`config.mk`:
```
export PLATFORM = sky130hd
export DESIGN_NAME = key_set_ctrl
export DESIGN_NICKNAME = d
export VERILOG_FILES = /design/src/rtl/key_set_ctrl.sv
export SDC_FILE = /design/constraint.sdc
export NUM_CORES = 1
export LEC_CHECK = 0
export ABC_AREA = 1
export CAP_MARGIN = 10
export CORE_ASPECT_RATIO = 0.5
export CORE_UTILIZATION = 40
export DETAILED_ROUTE_END_ITERATION = 6
export DONT_BUFFER_PORTS = 1
export GPL_ROUTABILITY_DRIVEN = 0
export MAX_ROUTING_LAYER = met4
export PLACE_DENSITY = 0.51
export SYNTH_ARGS = -nofsm -noshare
export SYNTH_HDL_FRONTEND = slang
export SYNTH_SLANG_ARGS = --single-unit
```
`constraint.sdc`:
```
create_clock -name clk -period 2.05 [get_ports clk]
set_input_delay 0.205 -clock clk [delete_from_list [all_inputs] [get_ports clk]]
set_output_delay 0.205 -clock clk [all_outputs]
set_load 0.01 [all_outputs]
```
`src/rtl/key_set_ctrl.sv`:
```
// Pushbutton front end for the clock-setting path: synchronises and debounces MODE/ADJ,
// steps the field selector on MODE and emits single-cycle ADJ strobes with hold-to-repeat.
module key_set_ctrl #(
    parameter int DEBOUNCE_CYCLES = 500000,
    parameter int REPEAT_DELAY    = 25000000,
    parameter int REPEAT_PERIOD   = 5000000,
    parameter int NUM_SET         = 3
) (
    input  logic       clk,
    input  logic       rst,
    input  logic       key_mode_n,
    input  logic       key_adj_n,
    output logic [1:0] set,
    output logic       adj_n,
    output logic       adj_pulse,
    output logic       mode_changed
);
    localparam int KEY_MODE = 0;
    localparam int KEY_ADJ  = 1;

    localparam int DB_W  = $clog2(DEBOUNCE_CYCLES + 1);
    localparam int ARM_W = $clog2(DEBOUNCE_CYCLES + 2);
    localparam int T_MAX = (REPEAT_DELAY > REPEAT_PERIOD) ? REPEAT_DELAY : REPEAT_PERIOD;
    localparam int T_W   = (T_MAX > 1) ? $clog2(T_MAX) : 1;

    localparam logic [DB_W-1:0]  DB_LAST  = DB_W'(DEBOUNCE_CYCLES - 1);
    localparam logic [DB_W-1:0]  DB_ONE   = DB_W'(1);
    localparam logic [ARM_W-1:0] ARM_LAST = ARM_W'(DEBOUNCE_CYCLES + 1);
    localparam logic [ARM_W-1:0] ARM_ONE  = ARM_W'(1);
    localparam logic [T_W-1:0]   RD_LAST  = T_W'(REPEAT_DELAY - 1);
    localparam logic [T_W-1:0]   RP_LAST  = T_W'(REPEAT_PERIOD - 1);
    localparam logic [T_W-1:0]   T_ONE    = T_W'(1);
    localparam logic [1:0]       SET_LAST = 2'(NUM_SET - 1);

    logic [1:0] w_keys_n;
    logic [1:0] w_press;
    logic       w_adj_held;

    assign w_keys_n = {key_adj_n, key_mode_n};

    generate
        for (genvar gi = 0; gi < 2; gi++) begin : g_key
            logic             r_sync1;
            logic             r_sync2;
            logic             r_db;
            logic             r_db_d1;
            logic             r_press;
            logic             r_armed;
            logic [DB_W-1:0]  r_db_cnt;
            logic [ARM_W-1:0] r_arm_cnt;

            // A key is only armed once it has been seen released for a debounce period
            // after reset (plus the two stale synchroniser samples), so a key held through
            // reset must be released and pressed again before it acts.
            always_ff @(posedge clk) begin
                if (rst) begin
                    r_sync1   <= 1'b1;
                    r_sync2   <= 1'b1;
                    r_db      <= 1'b1;
                    r_db_d1   <= 1'b1;
                    r_press   <= 1'b0;
                    r_armed   <= 1'b0;
                    r_db_cnt  <= '0;
                    r_arm_cnt <= '0;
                end else begin
                    r_sync1 <= w_keys_n[gi];
                    r_sync2 <= r_sync1;
                    r_db_d1 <= r_db;
                    r_press <= r_armed & r_db_d1 & ~r_db;
                    if (r_sync2 != r_db) begin
                        if (r_db_cnt == DB_LAST) begin
                            r_db     <= r_sync2;
                            r_db_cnt <= '0;
                        end else begin
                            r_db_cnt <= r_db_cnt + DB_ONE;
                        end
                    end else begin
                        r_db_cnt <= '0;
                    end
                    if (!r_armed) begin
                        if (!r_sync2) begin
                            r_arm_cnt <= '0;
                        end else if (r_arm_cnt == ARM_LAST) begin
                            r_armed <= 1'b1;
                        end else begin
                            r_arm_cnt <= r_arm_cnt + ARM_ONE;
                        end
                    end
                end
            end

            assign w_press[gi] = r_press;

            if (gi == KEY_ADJ) begin : g_adj
                assign w_adj_held = ~r_db;
            end
        end
    endgenerate

    logic       w_mode_press;
    logic       w_adj_press;
    logic [1:0] r_set;
    logic       r_mode_changed;

    assign w_mode_press = w_press[KEY_MODE];
    assign w_adj_press  = w_press[KEY_ADJ];

    always_ff @(posedge clk) begin
        if (rst) begin
            r_set          <= 2'd0;
            r_mode_changed <= 1'b0;
        end else begin
            r_mode_changed <= w_mode_press;
            if (w_mode_press) begin
                r_set <= (r_set == SET_LAST) ? 2'd0 : r_set + 2'd1;
            end
        end
    end

    typedef enum logic [1:0] {ST_IDLE, ST_DELAY, ST_REPEAT, ST_LOCK} adj_state_t;

    adj_state_t     r_state;
    adj_state_t     w_state_next;
    logic [T_W-1:0] r_timer;
    logic [T_W-1:0] w_timer_next;
    logic           w_strobe;
    logic           r_adj_n;
    logic           r_adj_pulse;

    always_ff @(posedge clk) begin
        if (rst) begin
            r_state     <= ST_IDLE;
            r_timer     <= '0;
            r_adj_n     <= 1'b1;
            r_adj_pulse <= 1'b0;
        end else begin
            r_state     <= w_state_next;
            r_timer     <= w_timer_next;
            r_adj_n     <= ~w_strobe;
            r_adj_pulse <= w_strobe;
        end
    end

    // A MODE press during auto-repeat parks the FSM in LOCK so that repeats never land
    // on the newly selected field; release wins over every other condition.
    always_comb begin
        w_state_next = r_state;
        w_timer_next = r_timer + T_ONE;
        w_strobe     = 1'b0;
        case (r_state)
            ST_IDLE: begin
                w_timer_next = '0;
                if (w_adj_press) begin
                    if (w_mode_press) begin
                        w_state_next = ST_LOCK;
                    end else begin
                        w_strobe     = 1'b1;
                        w_state_next = ST_DELAY;
                    end
                end
            end
            ST_DELAY: begin
                if (!w_adj_held) begin
                    w_state_next = ST_IDLE;
                    w_timer_next = '0;
                end else if (w_mode_press) begin
                    w_state_next = ST_LOCK;
                    w_timer_next = '0;
                end else if (r_timer == RD_LAST) begin
                    w_strobe     = 1'b1;
                    w_timer_next = '0;
                    w_state_next = ST_REPEAT;
                end
            end
            ST_REPEAT: begin
                if (!w_adj_held) begin
                    w_state_next = ST_IDLE;
                    w_timer_next = '0;
                end else if (w_mode_press) begin
                    w_state_next = ST_LOCK;
                    w_timer_next = '0;
                end else if (r_timer == RP_LAST) begin
                    w_strobe     = 1'b1;
                    w_timer_next = '0;
                end
            end
            ST_LOCK: begin
                w_timer_next = '0;
                if (!w_adj_held) begin
                    w_state_next = ST_IDLE;
                end
            end
            default: begin
                w_state_next = ST_IDLE;
                w_timer_next = '0;
            end
        endcase
    end

    assign set          = r_set;
    assign adj_n        = r_adj_n;
    assign adj_pulse    = r_adj_pulse;
    assign mode_changed = r_mode_changed;

endmodule

```
==> results_dict.tcl <==
set metrics [dict create \
    synth_top_cell_by_area "dfxtp_1" \
    cts.path.max_buffers 2 \
    ctsResizeCount 0 \
    vias 5859 \
    antenna_cells 0 \
    max_slew.worst_pin.slew_ps 449 \
    avgSynthCellArea_um2 6.82 \
    grt_use_total_pct 20.1 \
    syn2layout_area_growth_pct 13.6 \
    n_fill_cell 1633 \
    synth-edff-count 0 \
    hold_class "primary input to flop" \
    required_ps 2350 \
    maxSlewHeadroom_pct 69.8 \
    switching_share_pct 20.3 \
    fin_crit_sh_pct 88.6 \
    rsz0062_at_grt "false" \
    hold_path_depth 2 \
    synth_cells 969 \
    dp_slack_ps 251 \
    die_h_um 92.9 \
    synth.distinct_cells 45 \
    total_power_uw 5620 \
    fp.dieW_um 184 \
    setup_viol 0 \
    grt_pass1_vias 5555 \
    comb_power_share_pct 1.9 \
    final_antenna_net_count 0 \
    r2r.worst_path.cells 7 \
    clock_latency_ps 410 \
    drive_above_1_share_pct 11.9 \
    via_per_inst 4.81 \
    cp_slowest_stage_delay_ps 410 \
    cp-start-kind "flop" \
    cts-htree-levels 4 \
    final_common_cell "nand2_1" \
    met1_length_mm 7.97 \
    crit_path_top_delay_cell "dfxtp_1" \
    grt_pass1_wl_mm 26.6 \
    p_leak_uw 0.00273 \
    path_max_fanout 8 \
    async_reset_ff_share_pct 0 \
    fin_worst_skew_ps 9.15 \
    cts_sinks 120 \
    whs_ps 80.3 \
    vdd.ir_drop.worst_mv 0.613 \
    power_density_nw_per_um2 749 \
    internal_power_uw 4480 \
    cts_tree "done" \
    grt_antenna_before_repair 0 \
    numCtsBuffers 17 \
    fin_setup_tns_ps 0 \
    layout_common_cells "nand2_1 (234), nor2_1 (141), dfxtp_1 (120), inv_1 (111), nand3_1 (61)" \
    dr_wl_met3_um 509 \
    synth_area_leaders "dfxtp_1 (36%), nand2_1 (13%), nor2_1 (8.0%), inv_1 (6.3%), nand3_1 (4.6%)" \
    setup_slack_ps 235 \
    worstPathArrival_ps 2120 \
    grt_max_degree 38 \
    overflow 0 \
    avgRoutedWirePerCell_um 12.5 \
    start_util_pct 41.9 \
    clockPowerShare_pct 56.1 \
    synthesis.area_um2 6610 \
    worstPathCellList "ha_1 > nand3_2 > nor3_1 > nand3_1 > nand2_1 > inv_1 > and3_1" \
    synth_nets 980 \
    synth-seq-cells 120 \
    yosys_warnings 0 \
    wl_met2_mm 6.61 \
    route.detailed.drc 0 \
    hold_violations 0 \
    outcome "finished, final reports clean" \
    cap_violations 0 \
    die-area_um2 17100 \
    cts-root-buf "clkbuf_16" \
    dp_hpwl_mm 10.8 \
    ios 9 \
    end_kind "flop" \
    placement.io_buffers 0 \
    drtPass1Iterations 5 \
    ys.flop_type "dfxtp_1" \
    top_layer_used "met4" \
    switching_power_uw 1140 \
    min_period_ps 1820 \
    clkTransAtPathRegs_ps 60 \
    core-area_um2 15800 \
    criticalPathCategory "flop to flop" \
    fmaxAchievable_mhz 551 \
    fin_nets 995 \
    p_seq_share_pct 42.1 \
    rows 32 \
    final-max-slew-violation-count 0 \
    dr.first_iter.drc_count 309 \
    synth_top_area_share_pct 36.4 \
    finalWirelength_mm 15.2 \
    seq_area_frac_synth_pct 36.4 \
]
[cells in the mapped netlist, types with 3 or more instances]
library cell / count
a21oi_1: 44
and2_1: 6
buf_2: 7
buf_4: 5
clkbuf_1: 5
dfxtp_1: 120
ha_1: 7
inv_1: 111
inv_2: 3
nand2_1: 234
nand2_2: 8
nand3_1: 61
nand3_2: 7
nand3b_1: 3
nand4_1: 44
nor2_1: 141
nor2_2: 25
nor3_1: 29
nor3_2: 6
nor3_4: 4
nor3b_1: 4
o21ai_0: 20
o21ai_1: 3
o21bai_1: 3
or2_2: 8
xnor2_1: 7
xor2_1: 27
[per-layer routing]
layer  GRT usage [%]  vias up
li1                -     3156
met1            26.6     2631
met5               -        -
met4            4.31        0
met3            5.15       12
met2            30.8       60
[area by class of cell]
cell class              instances  area, µm²  area share (%)
multi-input cells             713       3620            48.2
flip-flops and latches        120       2400            32.0
clock buffers                  24        512            6.82
well taps                     221        277            3.68
clock inverters                 7        114            1.52
inverters                     114        428            5.70
repair buffers                 18        153            2.03
[kinds of logic (layout without fill, tap and decap cells)]
| logic type | after synthesis | in the layout | share of synthesized area [%] |
|---|---|---|---|
| compound gates | 83 | 83 | 7.21 |
| xor+xnor | 34 | 34 | 4.51 |
| fa+ha+maj | 7 | 7 | 1.33 |
| buf+inv | 136 | 163 | 8.86 |
| flops | 120 | 120 | 36.4 |
| simple gates | 589 | 589 | 41.7 |
[state kept, by name, summed over array words and instances, names as in the netlist]
| signal | flops |
|---|---|
| g_key.r_arm_cnt | 38 |
| g_key.r_db_cnt | 38 |
| r_timer | 25 |
| g_key.r_armed | 2 |
| g_key.r_db | 2 |
| g_key.r_db_d1 | 2 |
| g_key.r_press | 2 |
| g_key.r_sync1 | 2 |
| g_key.r_sync2 | 2 |
| r_state | 2 |
| set | 2 |
| adj_n | 1 |
| adj_pulse | 1 |
| mode_changed | 1 |
[critical path, delay by kind of cell, from the launching register on]
kind                     cells  cell delay, ps
flip-flops                   1             410
AND/OR/NAND/NOR              5             910
adder cells (fa/ha/maj)      1             240
buffers and inverters        1             160
[stage by stage]
step / cells / utilization, % / cell area [µm²]
final: 1217 / 47.6 / 7500
after global routing: 1217 / 47.6 / 7500
after CTS: 1217 / 47.6 / 7500
after detailed placement: 1183 / 43.4 / 6840
after global placement: 1183 / 43.4 / 6840
after floorplan: 969 / - / 6610
[power by group through the flow]
stage	Combinational [µW]	Clock (µW)	Sequential (µW)
final	105	3150	2370
after global routing	118	3360	2370
after CTS	106	3230	2360
after detailed placement	84.9	0	2410
after global placement	83.4	0	2410
after floorplan	70.8	0	2410
[repair_timing]
action / in CTS / in global routing
endpoints found under the hold margin: 42 / 0
hold buffers: 3 / 0
buffers inserted: 0 / 0
[path summary, 6_finish.rpt]
kind,startpoint,to,slack [ps]
worst max-delay path,g_key[1].r_db_cnt[0],g_key[1].r_db_cnt[11],230
worst min-delay path,rst,mode_changed,80
worst max register to register,g_key[1].r_db_cnt[0],g_key[1].r_db_cnt[11],230
worst min register to register,g_key[0].r_sync1,g_key[0].r_sync2,410
Power figures use the tool's default switching activity.
